**config.mk**
```make
export PLATFORM = sky130hd
export DESIGN_NAME = sevenseg_display_arbiter_flat
export DESIGN_NICKNAME = d
export VERILOG_FILES = /design/src/rtl/sevenseg_display_arbiter_pkg.sv /design/src/rtl/sevenseg_display_arbiter_if.sv /design/src/rtl/sevenseg_display_arbiter_rr_pick.sv /design/src/rtl/sevenseg_display_arbiter.sv /design/src/flat_wrapper.sv
export SDC_FILE = /design/constraint.sdc
export NUM_CORES = 1
export LEC_CHECK = 0
export CAP_MARGIN = 10
export CORE_UTILIZATION = 30
export DETAILED_ROUTE_END_ITERATION = 8
export PLACE_DENSITY_LB_ADDON = 0.3
export SYNTH_ARGS = -nofsm -noshare
export SYNTH_HDL_FRONTEND = slang
export SYNTH_SLANG_ARGS = --single-unit
```
**constraint.sdc**
```tcl
create_clock -name clk -period 3 [get_ports clk]
set_input_delay 0.3 -clock clk [delete_from_list [all_inputs] [get_ports clk]]
set_output_delay 0.3 -clock clk [all_outputs]
set_load 0.05 [all_outputs]
```
**src/rtl/sevenseg_display_arbiter_pkg.sv**
```systemverilog
// Shared types and constants for the seven-segment display arbiter.
// Provides the arbiter state enum and the display word/blank encodings.
package sevenseg_pkg;

    typedef enum logic [1:0] {
        IDLE,
        HOLD,
        OPEN
    } arb_state_t;

    localparam int          DIGITS     = 8;
    localparam int          NIB_W      = 4;
    localparam int          WORD_W     = DIGITS * NIB_W;
    localparam logic [3:0]  BLANK_NIB  = 4'hF;
    localparam logic [31:0] BLANK_WORD = {DIGITS{BLANK_NIB}};

endpackage

```
**src/rtl/sevenseg_display_arbiter_if.sv**
```systemverilog
// Requester <-> arbiter bundle: req/req_digits(/blink) in, gnt/owner_id/busy/
// switched/disp_digits out. blink exists only with SEVENSEG_ARB_BLINK_EN.
interface sevenseg_display_arbiter_if #(
    parameter int N_REQ = 4
);
    import sevenseg_pkg::*;

    logic [N_REQ-1:0]        req;
    logic [WORD_W*N_REQ-1:0] req_digits;
`ifdef SEVENSEG_ARB_BLINK_EN
    logic [N_REQ-1:0]        blink;
`endif
    logic [N_REQ-1:0]        gnt;
    logic [2:0]              owner_id;
    logic                    busy;
    logic                    switched;
    logic [WORD_W-1:0]       disp_digits;

`ifdef SEVENSEG_ARB_BLINK_EN
    modport master (
        output req, req_digits, blink,
        input  gnt, owner_id, busy, switched, disp_digits
    );
    modport slave (
        input  req, req_digits, blink,
        output gnt, owner_id, busy, switched, disp_digits
    );
`else
    modport master (
        output req, req_digits,
        input  gnt, owner_id, busy, switched, disp_digits
    );
    modport slave (
        input  req, req_digits,
        output gnt, owner_id, busy, switched, disp_digits
    );
`endif

endinterface

```
**src/rtl/sevenseg_display_arbiter_rr_pick.sv**
```systemverilog
// Combinational round-robin picker: first index >= rr_ptr (wrapping) whose
// req is set and not excluded. Ports: req, rr_ptr, excl in; found, idx out.
module sevenseg_rr_pick #(
    parameter int N_REQ = 4
) (
    input  logic [N_REQ-1:0] req,
    input  logic [2:0]       rr_ptr,
    input  logic [N_REQ-1:0] excl,
    output logic             found,
    output logic [2:0]       idx
);

    logic [N_REQ-1:0] cand;

    always_comb begin
        cand  = req & ~excl;
        found = 1'b0;
        idx   = '0;
        for (int off = 0; off < N_REQ; off++) begin
            if (!found && cand[(int'(rr_ptr) + off) % N_REQ]) begin
                found = 1'b1;
                idx   = 3'((int'(rr_ptr) + off) % N_REQ);
            end
        end
    end

endmodule

```
**src/rtl/sevenseg_display_arbiter.sv**
```systemverilog
// Round-robin owner arbitration of one 8-digit display with minimum hold.
// Ports: clk, reset_n, bus (slave). Optional blink via SEVENSEG_ARB_BLINK_EN.
module sevenseg_display_arbiter
    import sevenseg_pkg::*;
#(
    parameter int N_REQ       = 4,
    parameter int HOLD_CYCLES = 50_000
`ifdef SEVENSEG_ARB_BLINK_EN
    ,
    parameter int BLINK_LOG2  = 24
`endif
) (
    input  logic                        clk,
    input  logic                        reset_n,
    sevenseg_display_arbiter_if.slave   bus
);

    localparam int CNT_W = $clog2(HOLD_CYCLES + 1);
    localparam logic [CNT_W-1:0] CNT_LOAD = CNT_W'(HOLD_CYCLES - 1);

    arb_state_t        state_q, state_d;
    logic [N_REQ-1:0]  gnt_q, gnt_d;
    logic [2:0]        owner_q, owner_d;
    logic              busy_q, busy_d;
    logic              switched_q, switched_d;
    logic [2:0]        rr_ptr_q, rr_ptr_d;
    logic [CNT_W-1:0]  hold_cnt_q, hold_cnt_d;
    logic [WORD_W-1:0] disp_q, disp_d;
`ifdef SEVENSEG_ARB_BLINK_EN
    logic [BLINK_LOG2:0] blink_cnt_q, blink_cnt_d;
`endif

    logic              pick_found;
    logic [2:0]        pick_idx;
    logic [N_REQ-1:0]  excl;
    logic              owner_req;
    logic              grant;
    logic [WORD_W-1:0] sel_word;
    logic              sel_blink;

    // Idle excludes nobody; otherwise the current owner is never re-picked.
    assign excl      = (state_q == IDLE) ? '0 : gnt_q;
    assign owner_req = |(bus.req & gnt_q);

    sevenseg_rr_pick #(
        .N_REQ (N_REQ)
    ) u_pick (
        .req    (bus.req),
        .rr_ptr (rr_ptr_q),
        .excl   (excl),
        .found  (pick_found),
        .idx    (pick_idx)
    );

    always_ff @(posedge clk or negedge reset_n) begin
        if (!reset_n) begin
            state_q     <= IDLE;
            gnt_q       <= '0;
            owner_q     <= '0;
            busy_q      <= 1'b0;
            switched_q  <= 1'b0;
            rr_ptr_q    <= '0;
            hold_cnt_q  <= '0;
            disp_q      <= BLANK_WORD;
`ifdef SEVENSEG_ARB_BLINK_EN
            blink_cnt_q <= '0;
`endif
        end else begin
            state_q     <= state_d;
            gnt_q       <= gnt_d;
            owner_q     <= owner_d;
            busy_q      <= busy_d;
            switched_q  <= switched_d;
            rr_ptr_q    <= rr_ptr_d;
            hold_cnt_q  <= hold_cnt_d;
            disp_q      <= disp_d;
`ifdef SEVENSEG_ARB_BLINK_EN
            blink_cnt_q <= blink_cnt_d;
`endif
        end
    end

    always_comb begin
        state_d    = state_q;
        owner_d    = owner_q;
        rr_ptr_d   = rr_ptr_q;
        hold_cnt_d = hold_cnt_q;
        grant      = 1'b0;
        unique case (state_q)
            IDLE: begin
                if (pick_found) grant = 1'b1;
            end
            HOLD: begin
                if (!owner_req) begin
                    if (pick_found) grant = 1'b1;
                    else            state_d = IDLE;
                end else if (hold_cnt_q == '0) begin
                    state_d = OPEN;
                end else begin
                    hold_cnt_d = hold_cnt_q - 1'b1;
                end
            end
            OPEN: begin
                if (pick_found)     grant = 1'b1;
                else if (!owner_req) state_d = IDLE;
            end
            default: state_d = IDLE;
        endcase
        if (grant) begin
            state_d    = HOLD;
            owner_d    = pick_idx;
            hold_cnt_d = CNT_LOAD;
            rr_ptr_d   = (pick_idx == 3'(N_REQ - 1)) ? 3'd0 : pick_idx + 3'd1;
        end
    end

    // Outputs are computed from the next owner so gnt and digits align.
    always_comb begin
        busy_d     = (state_d != IDLE);
        switched_d = grant;
        gnt_d      = '0;
        sel_word   = BLANK_WORD;
        sel_blink  = 1'b0;
        for (int i = 0; i < N_REQ; i++) begin
            if (owner_d == 3'(i)) begin
                gnt_d[i] = busy_d;
                sel_word = bus.req_digits[i*WORD_W +: WORD_W];
`ifdef SEVENSEG_ARB_BLINK_EN
                sel_blink = bus.blink[i];
`endif
            end
        end
        disp_d = busy_d ? sel_word : BLANK_WORD;
`ifdef SEVENSEG_ARB_BLINK_EN
        blink_cnt_d = blink_cnt_q + 1'b1;
        if (busy_d && sel_blink && blink_cnt_q[BLINK_LOG2])
            disp_d = BLANK_WORD;
`else
        sel_blink = sel_blink & 1'b0;
`endif
    end

    assign bus.gnt         = gnt_q;
    assign bus.owner_id    = owner_q;
    assign bus.busy        = busy_q;
    assign bus.switched    = switched_q & ~sel_blink | switched_q;
    assign bus.disp_digits = disp_q;

endmodule
```
**src/flat_wrapper.sv**
```systemverilog
// flat-port wrapper written by rule: the top's interface ports become plain ports
module sevenseg_display_arbiter_flat import sevenseg_pkg::*;
#(
    parameter int N_REQ       = 4,
    parameter int HOLD_CYCLES = 50_000

)
  (clk, reset_n, bus_req, bus_req_digits, bus_gnt, bus_owner_id, bus_busy, bus_switched, bus_disp_digits);
  sevenseg_display_arbiter_if #(.N_REQ(N_REQ)) bus_i ();
  input  logic clk;
  input  logic reset_n;
  input wire logic [$bits(bus_i.req)-1:0] bus_req;
  input wire logic [$bits(bus_i.req_digits)-1:0] bus_req_digits;
  output wire logic [$bits(bus_i.gnt)-1:0] bus_gnt;
  output wire logic [$bits(bus_i.owner_id)-1:0] bus_owner_id;
  output wire logic [$bits(bus_i.busy)-1:0] bus_busy;
  output wire logic [$bits(bus_i.switched)-1:0] bus_switched;
  output wire logic [$bits(bus_i.disp_digits)-1:0] bus_disp_digits;
  assign bus_i.req = bus_req;
  assign bus_i.req_digits = bus_req_digits;
  assign bus_gnt = bus_i.gnt;
  assign bus_owner_id = bus_i.owner_id;
  assign bus_busy = bus_i.busy;
  assign bus_switched = bus_i.switched;
  assign bus_disp_digits = bus_i.disp_digits;
  sevenseg_display_arbiter #(.N_REQ(N_REQ), .HOLD_CYCLES(HOLD_CYCLES)) u_core (.clk(clk), .reset_n(reset_n), .bus(bus_i));
endmodule
```
==> out/qor.csv <==
stage,metric,value,unit
power,pwr-share-seq,21.3,%
synthesis,synth-seq-area-share,44.9,%
clocking,cts_tree,built,
synthesis,syn_inst,370,
global_routing,track_usage,19.7,%
synthesis,synth_edf_count,0,
sta,rsz0062_at_grt,no,
setup_path,crit_family,compound AO/OA/AOI/OAI gates,
sta,tns,0,ns
floorplan,boundaryPins,175,
final_layout,utilization,51.5,%
clocking,clk_latency,0.33,ns
final_layout,area_growth,63.7,%
clocking,cts_buffers,9,
final_layout,final_cell_mix,"clkdlybuf4s50_1, nand2_1, inv_1, nor2b_1, a22oi_1",
routing,vias_per_cell,4.98,
place,gp_congestion,0.880,
synthesis,ys_ff_latch,61,
clocking,cts_setup_buffers,0,
power,pwr_density_cell,1170,nW/um2
synthesis,synth_flop_cell,dfstp_2,
clocking,cts.sink_count,61,
setup_path,critPathKind,register to register,
sta,hold_viol,0,
setup_path,crit_path_end_kind,register,
final_layout,multiInputGateArea,1640,um2
sta,finalMaxSlewViolations,0,
power,clkPwrFrac,14.3,%
clocking,cts-root-buf,clkbuf_16,
routing,drc,0,
final_layout,final_common_cell,clkdlybuf4s50_1,
synthesis,async_flop_share,100,%
floorplan,die-width,110,um
power,power.leakage,0.00233,uW
final_layout,antenna_cells,0,
routing,vias,3471,
sta,setup_viol,0,
global_routing,grt_overflow,0,
power,combPwrFrac,64.4,%
synthesis,synth.avg_cell_area,9.42,um2
power,swShare,45.4,%
sta,max_slew_margin,62.8,%
routing,routed_wl,11.3,mm
final_layout,fillerInstances,1050,
routing,first_iter_violations,147,
setup_path,cp-start-kind,register,
global_routing,grt_start_max_net_pins,35,
routing,drt-wirelength-per-cell,16.2,um
place,io_buffers,174,
power,ir_drop,0.716,mV
clocking,clk_pin_slew,0.05,ns
sta,fin_crit_sh,84.2,%
sta,period_minus_slack,2.53,ns
final_layout,drive_above_1_share,13.6,%
setup_path,slowest_delay,0.53,ns
routing,final_antenna_net_count,0,
synthesis,syn-num-nets,505,
floorplan,start_util,31.5,%
synthesis,yosysWarnings,0,
synthesis,synth_cell_type_count,50,
clocking,clock_path_buffers,2,
setup_path,worst-path-buf-inv,2,
floorplan,die_y,110,um
run_status,outcome,finished clean,
clocking,cts_resized,0,
setup_path,crit_arrival,2.77,ns
setup_path,reg2reg_from,u_core.state_q[1],
global_routing,grt_first_pass_wirelength,17.8,mm
global_routing,antenna_found_initial,0,
hold_path,hold_path.class,primary input to async pin,
floorplan,die-area,12100,um2
power,power_switching,3030,uW
floorplan,core_area,11100,um2
routing,drt-pass1-iter-count,4,
sta,setup_ws,0.474,ns
setup_path,slowest_stage,dfrtp_1,
place,pre_cts_ws,0.222,ns
final_layout,num-nets-final,687,
setup_path,critPathLaunch,u_core.state_q[1],
setup_path,required,3.25,ns
clocking,cts_hold_buf,0,
clocking,htree_num_levels,3,
sta,max_freq,396,MHz
final_layout,seq_area,1570,um2
synthesis,netlist_area,3490,um2
setup_path,cp_max_fo,19,
power,finalPower,6680,uW
power,p_int,3650,uW
setup_path,cp_cell_sequence,o21a_1 > o22ai_2 > o21ai_2 > inv_2 > or3_1 > nand2_1 > buf_4 > a22oi_1 > o32a_1,
global_routing,first_global_vias,3714,
sta,finClkSkew,0.00583,ns
floorplan,num_rows,38,
sta,worst_pin_slew,0.556,ns
place,dp_hpwl,8.68,mm
run,drv_cap,0,
-- synthesized netlist by cell type, drive strengths merged, types with 2 or more instances --
| cell | n | area [um2] |
|---|---|---|
| nand3 | 3 | 20.0 |
| dfstp | 32 | 841 |
| o22ai | 2 | 18.8 |
| a22o | 2 | 17.5 |
| nor3 | 6 | 30.0 |
| and3 | 4 | 25.0 |
| nand2b | 5 | 31.3 |
| a22oi | 33 | 248 |
| o32a | 32 | 320 |
| nor2b | 35 | 219 |
| a21oi | 6 | 41.3 |
| dfrtp | 29 | 726 |
| xnor2 | 13 | 114 |
| nand2 | 48 | 180 |
| and2 | 3 | 18.8 |
| o21a | 2 | 15.0 |
| a32oi | 2 | 17.5 |
| nand3b | 2 | 15.0 |
| clkbuf | 10 | 37.5 |
| nor2 | 19 | 71.3 |
| o21ai | 8 | 43.8 |
| inv | 41 | 154 |
| or4 | 3 | 26.3 |
| nor4 | 2 | 12.5 |
| buf | 12 | 83.8 |
-- kinds of logic (layout without fill, tap and decap cells) --
family | after synthesis | in the layout | synth area share, %
AND/OR/NAND/NOR | 132 | 132 | 19.2
AO/OA/AOI/OAI | 98 | 98 | 23.6
buffers and inverters | 63 | 250 | 7.90
flip-flops | 61 | 61 | 44.9
XOR/XNOR | 14 | 14 | 3.52
adder cells (fa/ha/maj) | 1 | 1 | 0.359
multiplexers | 1 | 1 | 0.431
-- final cells by class --
type / instances / share of cell area [%]
clock buffer: 14 / 4.63
clock inverter: 2 / 0.175
inverter: 41 / 2.70
multi-input combinational: 246 / 28.8
sequential: 61 / 27.5
tap: 140 / 3.07
timing repair buffer: 193 / 33.2
-- sequential cells by signal, indices dropped and copies added (netlist names) --
signal                  flops
u_core.hold_cnt_q          16
u_core.bus.gnt              4
u_core.state_q              2
u_core.bus.switched         1
u_core.bus.owner_id         3
u_core.rr_ptr_q             2
u_core.bus.busy             1
u_core.bus.disp_digits     32
-- power groups by stage --
stage | Sequential, uW | Combinational (uW) | Clock, uW
global placement | 1430 | 4240 | 0
finish | 1420 | 4300 | 957
detailed placement | 1440 | 4300 | 0
floorplan | 2300 | 2090 | 0
CTS | 1430 | 4320 | 978
global route | 1460 | 4620 | 1010
-- metrics by stage --
step / std cells / instance area, um2 / hold slack [ns]
final: 697 / 5710 / 0.0263
after global routing: 697 / 5710 / 0.0704
after CTS: 697 / 5710 / 0.0401
after detailed placement: 681 / 5430 / 0.394
after global placement: 681 / 5430 / 0.382
after floorplan: 370 / 3490 / 0.00441
-- worst reg2reg max path, cell delays in order (launching register included) --
cell and delay [ns]:
dfrtp_1 0.53, o21a_1 0.25, o22ai_2 0.11, o21ai_2 0.24, inv_2 0.11, or3_1 0.34
nand2_1 0.13, buf_4 0.26, a22oi_1 0.12, o32a_1 0.36
-- per-layer routing --
| metal | up-vias | GRT usage, % | part of all wire, % |
|---|---|---|---|
| met4 | 0 | 8.19 | 2.2 |
| met5 | - | 0 | 0 |
| li1 | 1663 | - | - |
| met3 | 16 | 6.82 | 8.2 |
| met1 | 1653 | 21.6 | 39 |
| met2 | 139 | 34.6 | 50 |
-- final timing paths --
kind	end	slack (ns)	cells after the start
max	u_core.bus.disp_digits[31]	0.47	9
min	u_core.bus.gnt[1]	0.03	2
max reg2reg	u_core.bus.disp_digits[31]	0.47	9
min reg2reg	u_core.hold_cnt_q[2]	0.51	2
max in group asynchronous	u_core.bus.disp_digits[10]	2.62	2
min in group clk	u_core.hold_cnt_q[2]	0.51	2
(Power assumes the default switching activity.)
